$ cat config.mk
export PLATFORM = sky130hd
export DESIGN_NAME = audio_filter_fifo
export DESIGN_NICKNAME = d
export VERILOG_FILES = /design/src/rtl/audio_filter_pkg.sv /design/src/rtl/audio_sample_fifo.sv /design/src/rtl/audio_filter_fifo.sv
export SDC_FILE = /design/constraint.sdc
export NUM_CORES = 1
export LEC_CHECK = 0
export BUFFER_PORTS_ARGS = -buffer_cell sky130_fd_sc_hd__buf_2
export CORE_MARGIN = 1
export CORE_UTILIZATION = 45
export CTS_BUF_LIST = sky130_fd_sc_hd__clkbuf_4 sky130_fd_sc_hd__clkbuf_8
export CTS_CLUSTER_SIZE = 24
export DETAILED_ROUTE_END_ITERATION = 10
export SYNTH_ARGS = -nofsm -noshare
export SYNTH_HDL_FRONTEND = slang
export SYNTH_SLANG_ARGS = --single-unit
$ cat constraint.sdc
create_clock -name audio_clk -period 30.2 [get_ports audio_clk]
set_input_delay 3.02 -clock audio_clk [delete_from_list [all_inputs] [get_ports audio_clk]]
set_output_delay 3.02 -clock audio_clk [all_outputs]
set_load 0.05 [all_outputs]
$ cat src/rtl/audio_filter_pkg.sv
// Shared constants, types and helpers for the audio FIR filter and its output FIFO.
// Coefficients are Q1.15; the default set is a 16-tap moving average.
package audio_filter_pkg;

  localparam int DATA_W = 16;
  localparam int TAPS   = 16;
  localparam int DEPTH  = 16;
  localparam int FRAC   = 15;
  localparam int PROD_W = 32;
  localparam int ACC_W  = 40;
  localparam int TAP_W  = $clog2(TAPS);

  typedef logic signed [DATA_W-1:0] sample_t;

  localparam sample_t COEF [TAPS] = '{default: 16'sh0800};

  typedef enum logic [1:0] {
    ST_IDLE,
    ST_MAC,
    ST_OUT
  } filt_state_e;

  localparam logic signed [ACC_W-1:0] SAT_MAX = 40'sd32767;
  localparam logic signed [ACC_W-1:0] SAT_MIN = -40'sd32768;

  // Rescale the Q-format accumulator back to a sample and clamp to the sample range.
  function automatic sample_t sat_sample(input logic signed [ACC_W-1:0] acc);
    logic signed [ACC_W-1:0] shifted;
    shifted = acc >>> FRAC;
    if (shifted > SAT_MAX)      return 16'sh7FFF;
    else if (shifted < SAT_MIN) return 16'sh8000;
    else                        return shifted[DATA_W-1:0];
  endfunction

endpackage

$ cat src/rtl/audio_sample_fifo.sv
// Synchronous show-ahead FIFO for filtered samples. Writes into a full FIFO and
// reads from an empty one are ignored; the head reads as 0 while empty.
module audio_sample_fifo
  import audio_filter_pkg::*;
#(
  parameter int W     = DATA_W,
  parameter int DEPTH_P = DEPTH
) (
  input  logic         clk,
  input  logic         rst,
  input  logic         wr_en,
  input  logic [W-1:0] wr_data,
  input  logic         rd_en,
  output logic [W-1:0] rd_data,
  output logic         empty,
  output logic         full
);

  localparam int PTR_W = $clog2(DEPTH_P);

  logic [W-1:0]     mem [DEPTH_P];
  logic [PTR_W-1:0] wr_ptr;
  logic [PTR_W-1:0] rd_ptr;
  logic [PTR_W:0]   count;
  logic             do_wr;
  logic             do_rd;

  assign empty   = (count == '0);
  assign full    = (count == (PTR_W+1)'(DEPTH_P));
  assign do_wr   = wr_en && !full;
  assign do_rd   = rd_en && !empty;
  assign rd_data = empty ? '0 : mem[rd_ptr];

  always_ff @(posedge clk) begin
    if (do_wr) mem[wr_ptr] <= wr_data;
  end

  // Pointers wrap naturally because DEPTH_P is a power of two.
  always_ff @(posedge clk or posedge rst) begin
    if (rst) begin
      wr_ptr <= '0;
      rd_ptr <= '0;
      count  <= '0;
    end else begin
      if (do_wr) wr_ptr <= wr_ptr + 1'b1;
      if (do_rd) rd_ptr <= rd_ptr + 1'b1;
      case ({do_wr, do_rd})
        2'b10:   count <= count + 1'b1;
        2'b01:   count <= count - 1'b1;
        default: count <= count;
      endcase
    end
  end

endmodule

$ cat src/rtl/audio_filter_fifo.sv
// Audio FIR filter with a sequential single-multiplier MAC feeding a show-ahead
// output FIFO. Handshake: sample_end is a 1-cycle strobe, filter_finish a 1-cycle pulse.
module audio_filter_fifo
  import audio_filter_pkg::*;
(
  input  logic              audio_clk,
  input  logic              reset,
  input  logic              sample_end,
  input  logic [DATA_W-1:0] audio_input,
  output logic [DATA_W-1:0] filter_output,
  output logic              filter_finish,
  input  logic              fifo_rdreq,
  output logic [DATA_W-1:0] fifo_q,
  output logic              fifo_empty,
  output logic              fifo_full,
  output filt_state_e       dbg_state
);

  sample_t                 hist [TAPS];
  logic signed [ACC_W-1:0] acc;
  logic [TAP_W-1:0]        tap;
  logic signed [PROD_W-1:0] prod;
  filt_state_e             state;
  filt_state_e             next_state;

  assign dbg_state = state;
  assign prod      = PROD_W'(hist[tap]) * PROD_W'(COEF[tap]);

  // A new sample always wins: it restarts the MAC and discards any partial result.
  always_comb begin
    next_state = state;
    if (sample_end) begin
      next_state = ST_MAC;
    end else begin
      case (state)
        ST_MAC:  if (tap == TAP_W'(TAPS-1)) next_state = ST_OUT;
        ST_OUT:  next_state = ST_IDLE;
        default: next_state = ST_IDLE;
      endcase
    end
  end

  always_ff @(posedge audio_clk or posedge reset) begin
    if (reset) begin
      state         <= ST_IDLE;
      acc           <= '0;
      tap           <= '0;
      filter_output <= '0;
      filter_finish <= 1'b0;
      for (int i = 0; i < TAPS; i++) hist[i] <= '0;
    end else begin
      state         <= next_state;
      filter_finish <= 1'b0;
      if (sample_end) begin
        hist[0] <= audio_input;
        for (int i = 1; i < TAPS; i++) hist[i] <= hist[i-1];
        acc <= '0;
        tap <= '0;
      end else begin
        case (state)
          ST_MAC: begin
            acc <= acc + ACC_W'(prod);
            tap <= tap + 1'b1;
          end
          ST_OUT: begin
            filter_output <= sat_sample(acc);
            filter_finish <= 1'b1;
          end
          default: ;
        endcase
      end
    end
  end

  audio_sample_fifo u_fifo (
    .clk     (audio_clk),
    .rst     (reset),
    .wr_en   (filter_finish),
    .wr_data (filter_output),
    .rd_en   (fifo_rdreq),
    .rd_data (fifo_q),
    .empty   (fifo_empty),
    .full    (fifo_full)
  );

endmodule

==> results of run 1 <==
-- through the flow --
stage | hold WS (ps) | utilization (%)
3_5_place_dp | 494 | 47.9
2_1_floorplan | 463 | -
3_3_place_gp | 485 | 47.9
4_1_cts | 507 | 51.6
6_report | 504 | 51.6
5_1_grt | 517 | 51.6
-- state kept, by name, summed over array words and instances, names as in the netlist --
name	flops
hist	256
u_fifo.mem	256
acc	29
filter_output	16
u_fifo.count	5
tap	4
u_fifo.rd_ptr	4
u_fifo.wr_ptr	4
dbg_state	2
filter_finish	1
-- report_power, final --
group / switching [W] / internal, W
Combinational: 0.000342 / 0.000375
Sequential: 0.000145 / 0.000971
Clock: 0.000315 / 0.000408
Total: 0.000802 / 0.00175
-- cells by family (layout without fill, tap and decap cells) --
kind of cell | after synthesis | in the layout | synth area share (%)
AOI/OAI and AO/OA | 146 | 146 | 3.53
xor gates and xnor gates | 30 | 30 | 1.04
adders and majority gates | 93 | 93 | 4.53
buffers and inverters | 101 | 281 | 1.51
DFF | 577 | 577 | 60.4
muxes | 421 | 421 | 25.3
and+or+nand+nor | 203 | 203 | 3.73
-- layer usage --
| layer | global-route usage [%] | vias up | routed length (µm) |
|---|---|---|---|
| li1 | - | 6330 | - |
| met4 | 5.16 | 0 | 903 |
| met5 | 0 | - | 0 |
| met3 | 3.46 | 80 | 1820 |
| met1 | 23.5 | 7246 | 22600 |
| met2 | 31.9 | 223 | 27400 |
-- worst max-delay path, stage by stage, from the launching register on --
cell     delay (ps)
dfrtp_4         900
buf_4           670
mux4_2          590
mux4_2          480
nor2b_1         140
buf_2           220
-- area by class of cell --
class / instances / share of cell area (%)
Sequential cell: 577 / 53.7
Multi-Input combinational cell: 893 / 34.0
Clock buffer: 153 / 6.44
Tap cell: 756 / 3.23
Timing Repair Buffer: 87 / 1.79
Clock inverter: 27 / 0.662
Inverter: 14 / 0.205
-- placed cells by master (no fill, tap or decap), drive strengths merged, types with 4 or more instances in the layout --
cell type / count
nor2: 50
o21a: 4
and3: 7
nand2: 75
o211ai: 5
mux4: 160
nor4: 4
nand2b: 5
buf: 87
o21ai: 16
a21o: 20
a211oi: 7
mux2: 259
nor3: 12
ha: 91
edfxtp: 256
xor2: 13
a21oi: 63
nand3b: 8
dfrtp: 321
xnor2: 17
clkbuf: 153
clkinv: 21
inv: 19
nand4: 7
nor2b: 21
-- path summary, 6_finish.rpt --
check,to,slack [ps],depth (start not counted)
min,hist[3]$_DFFE_PP0P_,500,1
max in group asynchronous,tap[1]$_DFFE_PP0P_,25980,3
max reg2reg,acc[39]$_DFFE_PP0P_,24080,13
min reg2reg,hist[3]$_DFFE_PP0P_,500,1
max,fifo_q[7],23440,5
min in group asynchronous,hist[254]$_DFFE_PP0P_,2510,2
==> impl_metrics.env, run 1 <==
export IMPL_antenna_found_initial=1
export IMPL_min_from="hist[3]$_DFFE_PP0P_"
export IMPL_synth_top_area_cell="dfrtp_1"
export IMPL_cap_violations=0
export IMPL_timing_rr_start="tap[0]$_DFFE_PP0P_"
export IMPL_drv_slew=0
export IMPL_postSynthAreaPerCell_um2=16.6
export IMPL_cts_buffers=96
export IMPL_synth_cells=1571
export IMPL_port_buffers=56
export IMPL_fin_crit_ps=6760
export IMPL_post_cts_resized=0
export IMPL_dp_hpwl_um=31200
export IMPL_core_area_mm2=0.0568
export IMPL_clock_skew_ps=29.5
export IMPL_ys_seq_area_share_pct=60.4
export IMPL_p_leak_nw=12.0
export IMPL_critPathLaunchType="flip-flop"
export IMPL_grt_ovfl_total=0
export IMPL_criticalPathCategory="flip-flop to output port"
export IMPL_p_per_area_mw_per_mm2=87.3
export IMPL_period_share_pct=22.4
export IMPL_final_setup_viol_count=0
export IMPL_synth_edf_count=256
export IMPL_layout_drive_gt1_share_pct=39.2
export IMPL_synth_most_common_cell="dfrtp_1"
export IMPL_die_height_um=243
export IMPL_num_antenna_cells=0
export IMPL_ys_async_sr_fraction_pct=55.6
export IMPL_wire_per_inst_um=21.0
export IMPL_clk_pin_slew_ps=60
export IMPL_die_w_um=243
export IMPL_regArea_mm2=0.0157
export IMPL_yosys_warnings=0
export IMPL_status="finished, final reports clean"
export IMPL_post_drt_via_cell_ratio=5.54
export IMPL_area_growth_syn_to_layout_pct=12.5
export IMPL_grt_usage_pct=18.4
export IMPL_firstDrtPassIters=5
export IMPL_dieArea_mm2=0.0588
export IMPL_drc_errors=0
export IMPL_yosys_area_top_type_share_pct=30.9
export IMPL_cts_tree="yes"
export IMPL_relSlewSlack_pct=23.1
export IMPL_gp_congestion=0.813
export IMPL_finalSetupTns_ps=0
export IMPL_crit_path_end_kind="output port"
export IMPL_synth_cell_types=60
export IMPL_post_cts_buffers=0
export IMPL_pin_count=57
export IMPL_clock_fmax_ghz=0.148
export IMPL_cts_sinks=577
export IMPL_dp_slack_ps=23960
export IMPL_synth_area_leaders="dfrtp_1 (31%), edfxtp_1 (30%), mux4_2 (13%)"
export IMPL_syn_nets=1684
export IMPL_drt_iter0_markers=683
export IMPL_row_count=87
export IMPL_synth_common_cells="dfrtp_1 (321), mux2_2 (258), edfxtp_1 (256)"
export IMPL_multi_input_area_mm2=0.00995
export IMPL_tightest_slew_ps=1150
export IMPL_fin_nets=1782
export IMPL_cp_max_fo=36
export IMPL_layout_setup_ws_ps=23440
export IMPL_h_tree_depth=3
export IMPL_routed_wl_um=52700
export IMPL_hold_path_class="flip-flop to flip-flop"
export IMPL_root_buffer="clkbuf_8"
export IMPL_hold_viol=0
export IMPL_placed_cells=2327
export IMPL_rsz0062_at_grt="false"
export IMPL_clockBufferDepth=3
export IMPL_cp_required_ps=27180
export IMPL_cp_data_arrival_time_ps=3740
export IMPL_synth_seq_cells=577
export IMPL_initial_core_util_pct=45.8
export IMPL_antenna_left=0
export IMPL_design_area_mm2=0.0293
export IMPL_fill_cells=4724
export IMPL_placed_area_mm2=0.0272
export IMPL_grt_pass1_wl_um=83800
export IMPL_first_global_vias=14700
export IMPL_fin_cells=2507
export IMPL_grt_max_degree=136
export IMPL_synth_area_mm2=0.0260
export IMPL_num_vias=13900
export IMPL_peakVddDrop_mv=0.0503
export IMPL_startpoint="u_fifo.rd_ptr[0]$_DFFE_PP0P_"
export IMPL_postCtsHoldBufs=0
export IMPL_p_total_w=0.00256
export IMPL_clk_latency_ps=700
export IMPL_synth_flop_cell="dfrtp_1"
(Power assumes the default switching activity.)
==> inputs of run 2 (changes only) <==
==> constraint.sdc (replaced) <==
create_clock -name audio_clk -period 6.35 [get_ports audio_clk]
set_input_delay 0.635 -clock audio_clk [delete_from_list [all_inputs] [get_ports audio_clk]]
set_output_delay 0.635 -clock audio_clk [all_outputs]
set_load 0.05 [all_outputs]
==> impl_metrics.env, run 2 (synthesis results as in run 1) <==
export IMPL_fin_cells=2515
export IMPL_die_w_um=243
export IMPL_layout_setup_ws_ps=1200
export IMPL_fin_nets=1790
export IMPL_row_count=87
export IMPL_crit_path_end_kind="flip-flop"
export IMPL_r2r_end="acc[36]$_DFFE_PP0P_"
export IMPL_hold_viol=0
export IMPL_wire_per_inst_um=21.0
export IMPL_p_per_area_mw_per_mm2=419
export IMPL_cp_required_ps=6960
export IMPL_die_height_um=243
export IMPL_post_cts_resized=0
export IMPL_placed_area_mm2=0.0273
export IMPL_gp_congestion=0.818
export IMPL_num_vias=13900
export IMPL_relSlewSlack_pct=27.1
export IMPL_status="finished, final reports clean"
export IMPL_rsz0062_at_grt="false"
export IMPL_grt_max_degree=179
export IMPL_pin_count=57
export IMPL_drc_errors=0
export IMPL_cts_tree="yes"
export IMPL_dp_slack_ps=1190
export IMPL_finalSetupTns_ps=0
export IMPL_clk_pin_slew_ps=60
export IMPL_dp_hpwl_um=32200
export IMPL_placed_cells=2333
export IMPL_drt_iter0_markers=755
export IMPL_tightest_slew_ps=1090
export IMPL_core_area_mm2=0.0568
export IMPL_routed_wl_um=52800
export IMPL_crit_end="acc[36]$_DFFE_PP0P_"
export IMPL_rrSetupSlack_ps=1200
export IMPL_peakVddDrop_mv=0.226
export IMPL_timing_rr_start="tap[0]$_DFFE_PP0P_"
export IMPL_post_cts_buffers=0
export IMPL_startpoint="tap[0]$_DFFE_PP0P_"
export IMPL_root_buffer="clkbuf_8"
export IMPL_dieArea_mm2=0.0588
export IMPL_fill_cells=4757
export IMPL_initial_core_util_pct=45.8
export IMPL_ff2ff_path_depth=13
export IMPL_num_antenna_cells=0
export IMPL_grt_ovfl_total=0
export IMPL_design_area_mm2=0.0294
export IMPL_cp_data_arrival_time_ps=5760
export IMPL_final_common_cell="dfrtp_1"
export IMPL_layout_drive_gt1_share_pct=39.3
export IMPL_final_cell_mix="dfrtp_1 (317), mux2_2 (258), edfxtp_1 (256)"
export IMPL_period_share_pct=81.1
export IMPL_cp_max_fo=29
export IMPL_clockBufferDepth=3
export IMPL_antenna_left=0
export IMPL_area_growth_syn_to_layout_pct=13.0
export IMPL_criticalPathCategory="flip-flop to flip-flop"
export IMPL_clock_skew_ps=26.5
export IMPL_top_regs="hist: 256 flops, u_fifo.mem: 256 flops, acc: 29 flops"
export IMPL_final_setup_viol_count=0
export IMPL_post_drt_via_cell_ratio=5.54
export IMPL_cts_sinks=577
export IMPL_antenna_found_initial=0
export IMPL_cts_buffers=97
export IMPL_cap_violations=0
export IMPL_fin_crit_ps=5150
export IMPL_hold_path_class="primary input to flip-flop"
export IMPL_h_tree_depth=3
export IMPL_drv_slew=0
export IMPL_clk_latency_ps=700
export IMPL_grt_usage_pct=18.6
export IMPL_critPathLaunchType="flip-flop"
export IMPL_port_buffers=56
export IMPL_clock_fmax_ghz=0.194
export IMPL_first_global_vias=14800
export IMPL_min_from="audio_input[0]"
export IMPL_grt_pass1_wl_um=85400
export IMPL_postCtsHoldBufs=1
export IMPL_p_leak_nw=12.1
export IMPL_firstDrtPassIters=5
-- run 2: changes by cell type in the layout (fill, tap and decap cells not counted), moves of 2 or more --
cell,change
clkbuf_4,+6
clkinv_2,-5
inv_8,-5
buf_12,+4
clkbuf_8,-4
inv_6,+4
buf_4,+2
bufinv_16,+2
clkinvlp_4,+2
-- run 2: layer usage --
| metal | vias up | wire, µm | global-route usage [%] |
|---|---|---|---|
| li1 | 6340 | - | - |
| met4 | 0 | 1100 | 5.38 |
| met2 | 229 | 26800 | 31.6 |
| met3 | 96 | 1840 | 3.60 |
| met5 | - | 0 | 0 |
| met1 | 7276 | 23000 | 24.4 |
-- run 2: power by group --
group	total (W)	internal, W	switching [W]	leakage (nW)
registers	0.00532	0.00462	0.000706	6.66
logic	0.00348	0.00185	0.00163	4.33
clock network	0.00351	0.00201	0.00151	1.13
total	0.0123	0.00847	0.00384	12.1
-- run 2: worst min path at each step --
stage	to	slack [ps]	depth (start not counted)
2_1_floorplan	u_fifo.count[4]$_DFFE_PP0P_	460	1
3_3_place_gp	hist[7]$_DFFE_PP0P_	490	1
3_5_place_dp	hist[9]$_DFFE_PP0P_	490	1
4_1_cts	hist[240]$_DFFE_PP0P_	110	2
5_1_grt	hist[252]$_DFFE_PP0P_	120	2
6_report	hist[240]$_DFFE_PP0P_	180	2
-- run 2: through the flow --
| step | hold WS, ps | total power (W) | utilization [%] |
|---|---|---|---|
| floorplan | 463 | 0.00803 | - |
| global placement | 486 | 0.00884 | 48.1 |
| detailed placement | 494 | 0.00892 | 48.1 |
| CTS | 105 | 0.0125 | 51.8 |
| global route | 124 | 0.0131 | 51.8 |
| finish | 175 | 0.0123 | 51.8 |
-- run 2: cell type report --
| class | count | area [µm²] | share of cell area (%) |
|---|---|---|---|
| Sequential cell | 577 | 15700 | 53.5 |
| Timing Repair Buffer | 94 | 628 | 2.13 |
| Multi-Input combinational cell | 893 | 9950 | 33.8 |
| Clock buffer | 155 | 1880 | 6.38 |
| Inverter | 14 | 56.3 | 0.191 |
| Clock inverter | 26 | 230 | 0.783 |
| Tap cell | 756 | 946 | 3.22 |
-- run 2: critical path, stage by stage (launching register included) --
cell	delay, ps
dfrtp_4	820
buf_12	300
mux4_2	520
mux4_2	540
ha_1	310
ha_1	300
ha_1	400
nand4_1	150
o22a_1	230
o31a_1	180
o41ai_1	630
a21oi_1	260
nor4_1	280
a211o_1	150
==> inputs of run 3 (changes only) <==
==> constraint.sdc (replaced) <==
create_clock -name audio_clk -period 4.1 [get_ports audio_clk]
set_input_delay 0.41 -clock audio_clk [delete_from_list [all_inputs] [get_ports audio_clk]]
set_output_delay 0.41 -clock audio_clk [all_outputs]
set_load 0.05 [all_outputs]
==> impl_metrics.env, run 3 (synthesis results as in run 1) <==
export IMPL_num_vias=14500
export IMPL_clock_fmax_ghz=0.231
export IMPL_violations="setup timing"
export IMPL_cpMaxStageDelayCell="mux4_2"
export IMPL_clock_skew_ps=38.3
export IMPL_final_setup_viol_count=18
export IMPL_clockBufferDepth=3
export IMPL_post_drt_via_cell_ratio=5.43
export IMPL_final_common_cell="dfrtp_1"
export IMPL_cts_sinks=577
export IMPL_wire_per_inst_um=20.1
export IMPL_cp_max_fo=6
export IMPL_crit_path_end_kind="flip-flop"
export IMPL_drc_errors=0
export IMPL_area_growth_syn_to_layout_pct=21.1
export IMPL_final_cell_mix="dfrtp_1 (316), mux2_2 (258), edfxtp_1 (256)"
export IMPL_criticalPathCategory="flip-flop to flip-flop"
export IMPL_cap_violations=0
export IMPL_clk_pin_slew_ps=60
export IMPL_cp_data_arrival_time_ps=4890
export IMPL_grt_max_degree=189
export IMPL_relSlewSlack_pct=27.8
export IMPL_dieArea_mm2=0.0588
export IMPL_period_share_pct=106
export IMPL_cts_buffers=95
export IMPL_drt_iter0_markers=580
export IMPL_p_per_area_mw_per_mm2=654
export IMPL_routed_wl_um=53500
export IMPL_cp_cell_sequence="buf_12, clkbuf_16, mux4_2, mux4_2, ha_4, ha_4, ha_4, and3_4, a221oi_4, buf_4, o211ai_1, nand2_1, a21o_1, and3b_1, o31ai_1"
export IMPL_firstDrtPassIters=5
export IMPL_peakVddDrop_mv=0.482
export IMPL_crit_family="multiplexers"
export IMPL_fill_cells=4522
export IMPL_dp_slack_ps=-438
export IMPL_hold_path_class="primary input to flip-flop"
export IMPL_layout_drive_gt1_share_pct=47.9
export IMPL_status="complete, but fails checks"
export IMPL_fin_crit_ps=4330
export IMPL_antenna_found_initial=1
export IMPL_whs_ps=89.2
export IMPL_hold_viol=0
export IMPL_initial_core_util_pct=45.8
export IMPL_drv_slew=0
export IMPL_first_global_vias=15600
export IMPL_die_w_um=243
export IMPL_grt_usage_pct=18.7
export IMPL_clk_latency_ps=690
export IMPL_critPathLaunchType="flip-flop"
export IMPL_cpMostUsedCell="ha_4"
export IMPL_cts_tree="yes"
export IMPL_slowest_delay_ps=550
export IMPL_tightest_slew_ps=1080
export IMPL_row_count=87
export IMPL_top_regs="hist: 256 flops, u_fifo.mem: 256 flops, acc: 29 flops"
export IMPL_pin_count=57
export IMPL_rsz0062_at_grt="true"
export IMPL_core_area_mm2=0.0568
export IMPL_multi_input_area_mm2=0.0107
export IMPL_layout_setup_ws_ps=-231
export IMPL_antenna_left=0
export IMPL_h_tree_depth=3
export IMPL_critPathBufInv=3
export IMPL_p_leak_nw=12.8
export IMPL_cp_required_ps=4660
export IMPL_grt_pass1_wl_um=86500
export IMPL_gp_congestion=0.802
export IMPL_die_height_um=243
export IMPL_regArea_mm2=0.0157
export IMPL_dp_hpwl_um=33700
export IMPL_finalSetupTns_ps=-2610
export IMPL_grt_ovfl_total=0
export IMPL_fin_nets=1946
export IMPL_port_buffers=56
export IMPL_root_buffer="clkbuf_8"
export IMPL_num_antenna_cells=0
## run 3: cell types whose count changed in the layout (fill, tap and decap cells not counted), moves of 14 or more
cell and delta:
dlygate4sd3_1 +15, ha_4 +36, ha_1 -37, a21oi_1 -19
a21oi_2 +14, buf_4 +115
## run 3: layout make-up
type | instances | area share [%]
inverters | 14 | 0.179
well taps | 756 | 3.00
clock buffers | 143 | 5.61
clock inverters | 30 | 0.825
repair buffers | 252 | 6.69
multi-input cells | 893 | 33.8
flip-flops and latches | 577 | 49.9
## run 3: routing by layer
layer | vias up | track usage [%] | share of wire [%] | wire length, µm
met2 | 214 | 32.1 | 52 | 27700
met1 | 7525 | 24.2 | 43 | 23000
li1 | 6647 | - | - | -
met4 | 0 | 5.40 | 1.9 | 1040
met3 | 76 | 3.47 | 3.2 | 1730
met5 | - | 0 | 0 | 0
## run 3: worst paths after layout
path / slack (ps) / from / depth (start not counted) / end
setup / recovery: -230 / tap[0]$_DFFE_PP0P_ / 15 / acc[37]$_DFFE_PP0P_
hold / removal: 90 / audio_input[11] / 2 / hist[251]$_DFFE_PP0P_
setup reg to reg: -230 / tap[0]$_DFFE_PP0P_ / 15 / acc[37]$_DFFE_PP0P_
hold reg to reg: 500 / u_fifo.count[4]$_DFFE_PP0P_ / 1 / u_fifo.count[4]$_DFFE_PP0P_
max in group asynchronous: 2730 / reset / 4 / tap[1]$_DFFE_PP0P_
min in group asynchronous: 230 / reset / 3 / hist[49]$_DFFE_PP0P_
## run 3: worst register-to-register path: cells and delay by family (launching register included)
kind	cells	cell delay (ps)
muxes	2	1040
AOI/OAI and AO/OA	4	830
adders and majority gates	3	790
DFF	1	540
and+or+nand+nor	3	540
buffers and inverters	3	470
## run 3: repair_timing
item,in CTS,in global routing
hold endpoints to repair,24,0
buffers inserted,21,13
pin swaps,35,55
setup endpoints to repair,20,21
gates resized for setup,74,52
hold buffers,16,0
cloned,1,2
## run 3: power breakdown
group | leakage [nW] | switching, W | internal (W)
sequential | 6.58 | 0.000973 | 0.00715
combinational | 5.14 | 0.00324 | 0.00401
clock | 1.08 | 0.00225 | 0.00301
total | 12.8 | 0.00646 | 0.0142
## run 3: per-stage QoR
step | instance area [µm²] | std cells | util, % | total power, W
3_5_place_dp | 28300 | 2442 | 49.8 | 0.0145
2_1_floorplan | 26200 | 1571 | - | 0.0124
5_1_grt | 31500 | 2665 | 55.5 | 0.0219
3_3_place_gp | 28300 | 2442 | 49.8 | 0.0144
6_report | 31500 | 2665 | 55.5 | 0.0206
4_1_cts | 31200 | 2653 | 54.8 | 0.0205
